## config.mk

```make
export PLATFORM = sky130hd
export DESIGN_NAME = muldiv_unit
export DESIGN_NICKNAME = d
export VERILOG_FILES = /design/src/rtl/muldiv_unit.sv
export SDC_FILE = /design/constraint.sdc
export NUM_CORES = 1
export LEC_CHECK = 0
export CORE_MARGIN = 2
export CORE_UTILIZATION = 30
export DETAILED_ROUTE_END_ITERATION = 7
export SYNTH_ARGS = -nofsm -noshare
export SYNTH_HDL_FRONTEND = slang
export SYNTH_SLANG_ARGS = --single-unit
```

## constraint.sdc

```tcl
create_clock -name clk -period 3.7 [get_ports clk]
set_input_delay 0.555 -clock clk [delete_from_list [all_inputs] [get_ports clk]]
set_output_delay 0.555 -clock clk [all_outputs]
set_load 0.005 [all_outputs]
```

## src/rtl/muldiv_unit.sv

```systemverilog
// Iterative integer multiply/divide unit: radix-2 shift-add multiply and
// restoring divide, one bit per cycle, with register-file write-back outputs.
module muldiv_unit #(
  parameter int WIDTH = 64,
  parameter int AW    = 5
) (
  input  logic             clk,
  input  logic             reset,
  input  logic             start,
  input  logic [1:0]       op,
  input  logic [WIDTH-1:0] a,
  input  logic [WIDTH-1:0] b,
  input  logic [AW-1:0]    wa_in,
  output logic             busy,
  output logic             done,
  output logic             we,
  output logic [WIDTH-1:0] result,
  output logic [AW-1:0]    wa_out
);

  localparam int CW = (WIDTH > 2) ? $clog2(WIDTH) : 1;

  localparam logic [1:0] OP_MUL   = 2'b00;
  localparam logic [1:0] OP_UMULH = 2'b01;
  localparam logic [1:0] OP_UDIV  = 2'b10;
  localparam logic [1:0] OP_SDIV  = 2'b11;

  typedef enum logic [1:0] {IDLE, RUN, FIX, DONE} state_t;

  state_t             state;
  logic [CW-1:0]      cnt;
  logic [1:0]         op_q;
  logic [AW-1:0]      wa_q;
  logic               neg_q;
  logic               dz_q;
  // Shared datapath: low half holds multiplier / dividend-then-quotient,
  // high half accumulates the product / holds the partial remainder.
  logic [2*WIDTH-1:0] prod;
  logic [WIDTH-1:0]   dsr;

  logic [WIDTH:0]     add_sum;
  logic [WIDTH:0]     shifted;
  logic [WIDTH-1:0]   diff;
  logic               fits;
  logic [2*WIDTH-1:0] mul_next;
  logic [2*WIDTH-1:0] div_next;

  function automatic logic [WIDTH-1:0] magnitude(input logic signed [WIDTH-1:0] v);
    logic signed [WIDTH-1:0] n;
    n = -v;
    return v[WIDTH-1] ? $unsigned(n) : $unsigned(v);
  endfunction

  // Final result selection; divide-by-zero forces 0 and the most negative
  // quotient wraps naturally through two's-complement negation.
  function automatic logic [WIDTH-1:0] select_result(
    input logic [1:0]         sel,
    input logic [2*WIDTH-1:0] p,
    input logic               neg,
    input logic               dz
  );
    logic signed [WIDTH-1:0] q;
    logic signed [WIDTH-1:0] nq;
    q  = $signed(p[WIDTH-1:0]);
    nq = -q;
    case (sel)
      OP_MUL:   return p[WIDTH-1:0];
      OP_UMULH: return p[2*WIDTH-1:WIDTH];
      OP_UDIV:  return dz ? '0 : p[WIDTH-1:0];
      default:  return dz ? '0 : (neg ? $unsigned(nq) : $unsigned(q));
    endcase
  endfunction

  always_comb begin
    add_sum  = {1'b0, prod[2*WIDTH-1:WIDTH]};
    if (prod[0]) add_sum = {1'b0, prod[2*WIDTH-1:WIDTH]} + {1'b0, dsr};
    mul_next = {add_sum, prod[WIDTH-1:1]};

    shifted  = {prod[2*WIDTH-1:WIDTH], prod[WIDTH-1]};
    fits     = (shifted >= {1'b0, dsr});
    diff     = shifted[WIDTH-1:0] - dsr;
    div_next = {(fits ? diff : shifted[WIDTH-1:0]), prod[WIDTH-2:0], fits};
  end

  assign we = done;

  always_ff @(posedge clk) begin
    if (reset) begin
      state  <= IDLE;
      busy   <= 1'b0;
      done   <= 1'b0;
      result <= '0;
      wa_out <= '0;
      cnt    <= '0;
      prod   <= '0;
      dsr    <= '0;
      op_q   <= OP_MUL;
      wa_q   <= '0;
      neg_q  <= 1'b0;
      dz_q   <= 1'b0;
    end else begin
      case (state)
        IDLE, DONE: begin
          done <= 1'b0;
          if (start) begin
            state <= RUN;
            busy  <= 1'b1;
            cnt   <= CW'(WIDTH - 1);
            op_q  <= op;
            wa_q  <= wa_in;
            neg_q <= a[WIDTH-1] ^ b[WIDTH-1];
            dz_q  <= (b == '0);
            case (op)
              OP_MUL, OP_UMULH: begin
                prod <= {{WIDTH{1'b0}}, b};
                dsr  <= a;
              end
              OP_UDIV: begin
                prod <= {{WIDTH{1'b0}}, a};
                dsr  <= b;
              end
              default: begin
                prod <= {{WIDTH{1'b0}}, magnitude($signed(a))};
                dsr  <= magnitude($signed(b));
              end
            endcase
          end else begin
            state <= IDLE;
          end
        end
        RUN: begin
          prod <= op_q[1] ? div_next : mul_next;
          cnt  <= cnt - CW'(1);
          if (cnt == '0) state <= FIX;
        end
        FIX: begin
          result <= select_result(op_q, prod, neg_q, dz_q);
          wa_out <= wa_q;
          busy   <= 1'b0;
          done   <= 1'b1;
          state  <= DONE;
        end
        default: state <= IDLE;
      endcase
    end
  end

endmodule

```

==> results.toml <==
[status]
outcome = "finished, final reports clean"

[hold_path]
hold_start = "reset"
hp-class = "input port to flop"
worstHoldEndpoint = "prod[0]"
hold_depth = 2

[global_route]
track_usage_pct = 28.2
grt_pass1_wl_um = 199000
antenna_found_initial = 25
grt_pass1_vias = 30200
grt_start_max_net_pins = 103
gr-total-overflow = 0

[critical_path]
crit_path_start = "state[0]"
worst-path-max-fanout = 15
max_stage_delay_ns = 0.64
rr_worst_depth = 8
reg2reg_from = "state[0]"
crit_cells = 8
crit_arrival_ns = 4.16
r2r-end = "prod[117]"
r2r_setup_slack_ns = 0.08
cp_num_buf_inv = 1
required_ns = 4.23
worstSetupStartpointType = "flop"
path_class = "flop to flop"
cp-end-kind = "flop"
crit_family = "simple AND/OR/NAND/NOR gates"
cp_slowest_cell = "nand2_1"
crit_top_cell = "nand2_1"
path_cells = "inv_1 -> ha_4 -> o21ai_4 -> nand2_1 -> nor2_4 -> nand2_1 -> a211oi_1 -> a211o_1"

[clocking]
cts_tree = "done"
h-tree-depth = 2
clock_latency_ns = 0.59
cts_made_buffers = 38
cts_sinks = 280
cts_buffer_depth = 3
cts-root-buf = "clkbuf_16"
clkSlewWorstSetupHoldPaths_ns = 0.06
hold_buffers = 0

[logic_synthesis]
synth_top_area_share_pct = 20.8
yosys_most_used_dff = "dfxtp_1"
yosysWarnings = 0
synth_area_um2 = 27000
synth_edf_count = 0
syn_nets = 4106
avgSynthCellArea_um2 = 7.04
synth_cell_types = 90
async_flop_share_pct = 0
synth_top_area_cell = "dfxtp_1"
syn_inst = 3830
ys_seq_area_share_pct = 20.8
ys_ff_latch = 280
synth_area_leaders = "dfxtp_1 (21%), a21oi_1 (7.1%), ha_1 (6.3%)"

[die]
rows = 109
dieArea_um2 = 92400
io_pins = 210
die_w_um = 304
start_util_pct = 30.4
die_h_um = 304
core_area_um2 = 88800

[detailed_routing]
detail_route.iter0.violations = 4150
post_drt_wl_per_cell_um = 24.6
first_pass_iters = 6
routed_wirelength_um = 136000
drc = 0
num_vias = 32500
ant_nets = 0
drt-vias-per-instance = 5.87

[power_and_ir_drop]
power_frac_comb_pct = 59.0
clock_power_share_pct = 18.8
power_mw = 20.7
p_seq_share_pct = 22.1
peakVddDrop_mv = 0.379
power-per-cell-area_nw_per_um2 = 588
power.net_switching_mw = 9.89
p_leak_nw = 14.1
p_int_mw = 10.9
switching_share_pct = 47.7

[timing]
setup_viol = 0
hold-worst-slack_ns = 0.400
rsz0062_at_grt = "false"
drv_slew = 0
worstMarginPinSlew_ns = 1.03
finalHoldViolCount = 0
finalCritPeriodShare_pct = 98.0
setup-tns-final_ns = 0
worst_slack_ns = 0.0755
fin_crit_ns = 3.62
fin_skew_ns = 0.0314
slew-limit-headroom_pct = 31.2
fmax_ghz = 0.276

[layout]
layout.cells.non_filler = 5543
areaGrowthSynthToFinish_pct = 30.7
final_common_cell = "buf_4"
drive_gt1_share_pct = 16.3
final_cell_mix = "buf_4 (543), nand2_1 (415), nor2_1 (396), a21oi_1 (377), o21ai_0 (278)"
design_area_um2 = 35300
fillers = 9286
final_core_util_pct = 39.7
nets = 4622

[placed_design]
placed_area_um2 = 33800
post-place-ws_ns = -0.243
port_buffers = 209
finalWeightedCongestion = 1.00
dp_hpwl_um = 110000
place_inst = 5469

[job]
cap_viol_max_count = 0
-- how the worst max path moves through the flow --
stage           endpoint  slack (ns)
2_1_floorplan  prod[119]        0.36
3_3_place_gp     dsr[57]       -0.20
3_5_place_dp   prod[126]       -0.24
4_1_cts         prod[91]        0.03
5_1_grt         prod[82]       0.002
6_report       prod[117]        0.08
-- worst reg2reg max path, stage by stage (launching register included) --
cell and delay [ns]:
dfxtp_1 0.40, inv_1 0.11, ha_4 0.28, o21ai_4 0.49, nand2_1 0.44, nor2_4 0.59
nand2_1 0.64, a211oi_1 0.47, a211o_1 0.15
-- state kept, by name, indices dropped and copies added (netlist names) --
signal  cells
op_q        2
done        1
dsr        64
cnt         6
state       2
result     64
busy        1
wa_q        5
wa_out      5
dz_q        1
prod      128
neg_q       1
-- per-layer routing --
metal	vias up	wire length (µm)	GRT usage (%)
li1	15100	-	-
met4	14	6960	12.7
met3	337	14700	6.53
met5	-	96	0
met2	1722	57800	43.0
met1	15400	56500	37.8
-- synth_stat cells (17+ instances only) --
cell / instances
a221oi_1: 38
a32o_1: 32
nor2_1: 400
a22oi_1: 18
a21o_1: 60
inv_1: 156
nor3_1: 108
nand4_1: 50
nor2b_1: 17
or3_1: 33
or4_1: 23
nand2_1: 416
o21bai_1: 28
buf_1: 25
clkbuf_1: 246
o211ai_1: 96
ha_1: 136
a211oi_1: 107
xor2_1: 127
o21a_1: 24
nand3_1: 67
nor4_1: 20
a22o_1: 23
o221ai_1: 17
mux2_2: 18
a221o_1: 21
o31ai_1: 58
a31oi_1: 43
o21ai_0: 280
a21oi_1: 381
xnor2_1: 135
nand2b_1: 20
mux2i_1: 104
dfxtp_1: 280
and3_1: 26
-- power groups by stage --
stage               sequential (mW)  combinational (mW)  clock, mW
finish                         4.59                12.2       3.91
global route                   4.66                13.1       4.05
CTS                            4.54                11.9       3.95
detailed placement             4.61                11.8          0
global placement               4.60                11.8          0
floorplan                      4.16                6.81          0
-- timing repair --
item | 4_1_cts | 5_1_grt
resized for setup | 3 | 26
setup endpoints to repair | 33 | 63
setup buffers | 2 | 0
pin swaps | 1 | 2
-- cell type report --
cell class              instances  area [µm²]  share of cell area (%)
diodes                          3        7.51                  0.0213
clock buffers                  52        1110                    3.16
clock inverters                17         195                   0.554
inverters                     157         589                    1.67
multi-input cells            3104       19800                    56.3
flip-flops and latches        280        5620                    15.9
well taps                    1165        1460                    4.13
repair buffers                765        6430                    18.2
-- cells by family (layout without fill, tap and decap cells) --
| kind of cell | after synthesis | count (layout) | synth area share (%) |
|---|---|---|---|
| AND/OR/NAND/NOR | 1239 | 1239 | 21.0 |
| buffers and inverters | 446 | 991 | 6.33 |
| adder cells (fa/ha/maj) | 138 | 138 | 6.46 |
| multiplexers | 122 | 122 | 4.61 |
| flip-flops | 280 | 280 | 20.8 |
| XOR/XNOR | 262 | 262 | 8.50 |
| other | 0 | 3 | 0 |
| AO/OA/AOI/OAI | 1343 | 1343 | 32.3 |
Note: power is estimated with default switching activity, not from simulation.
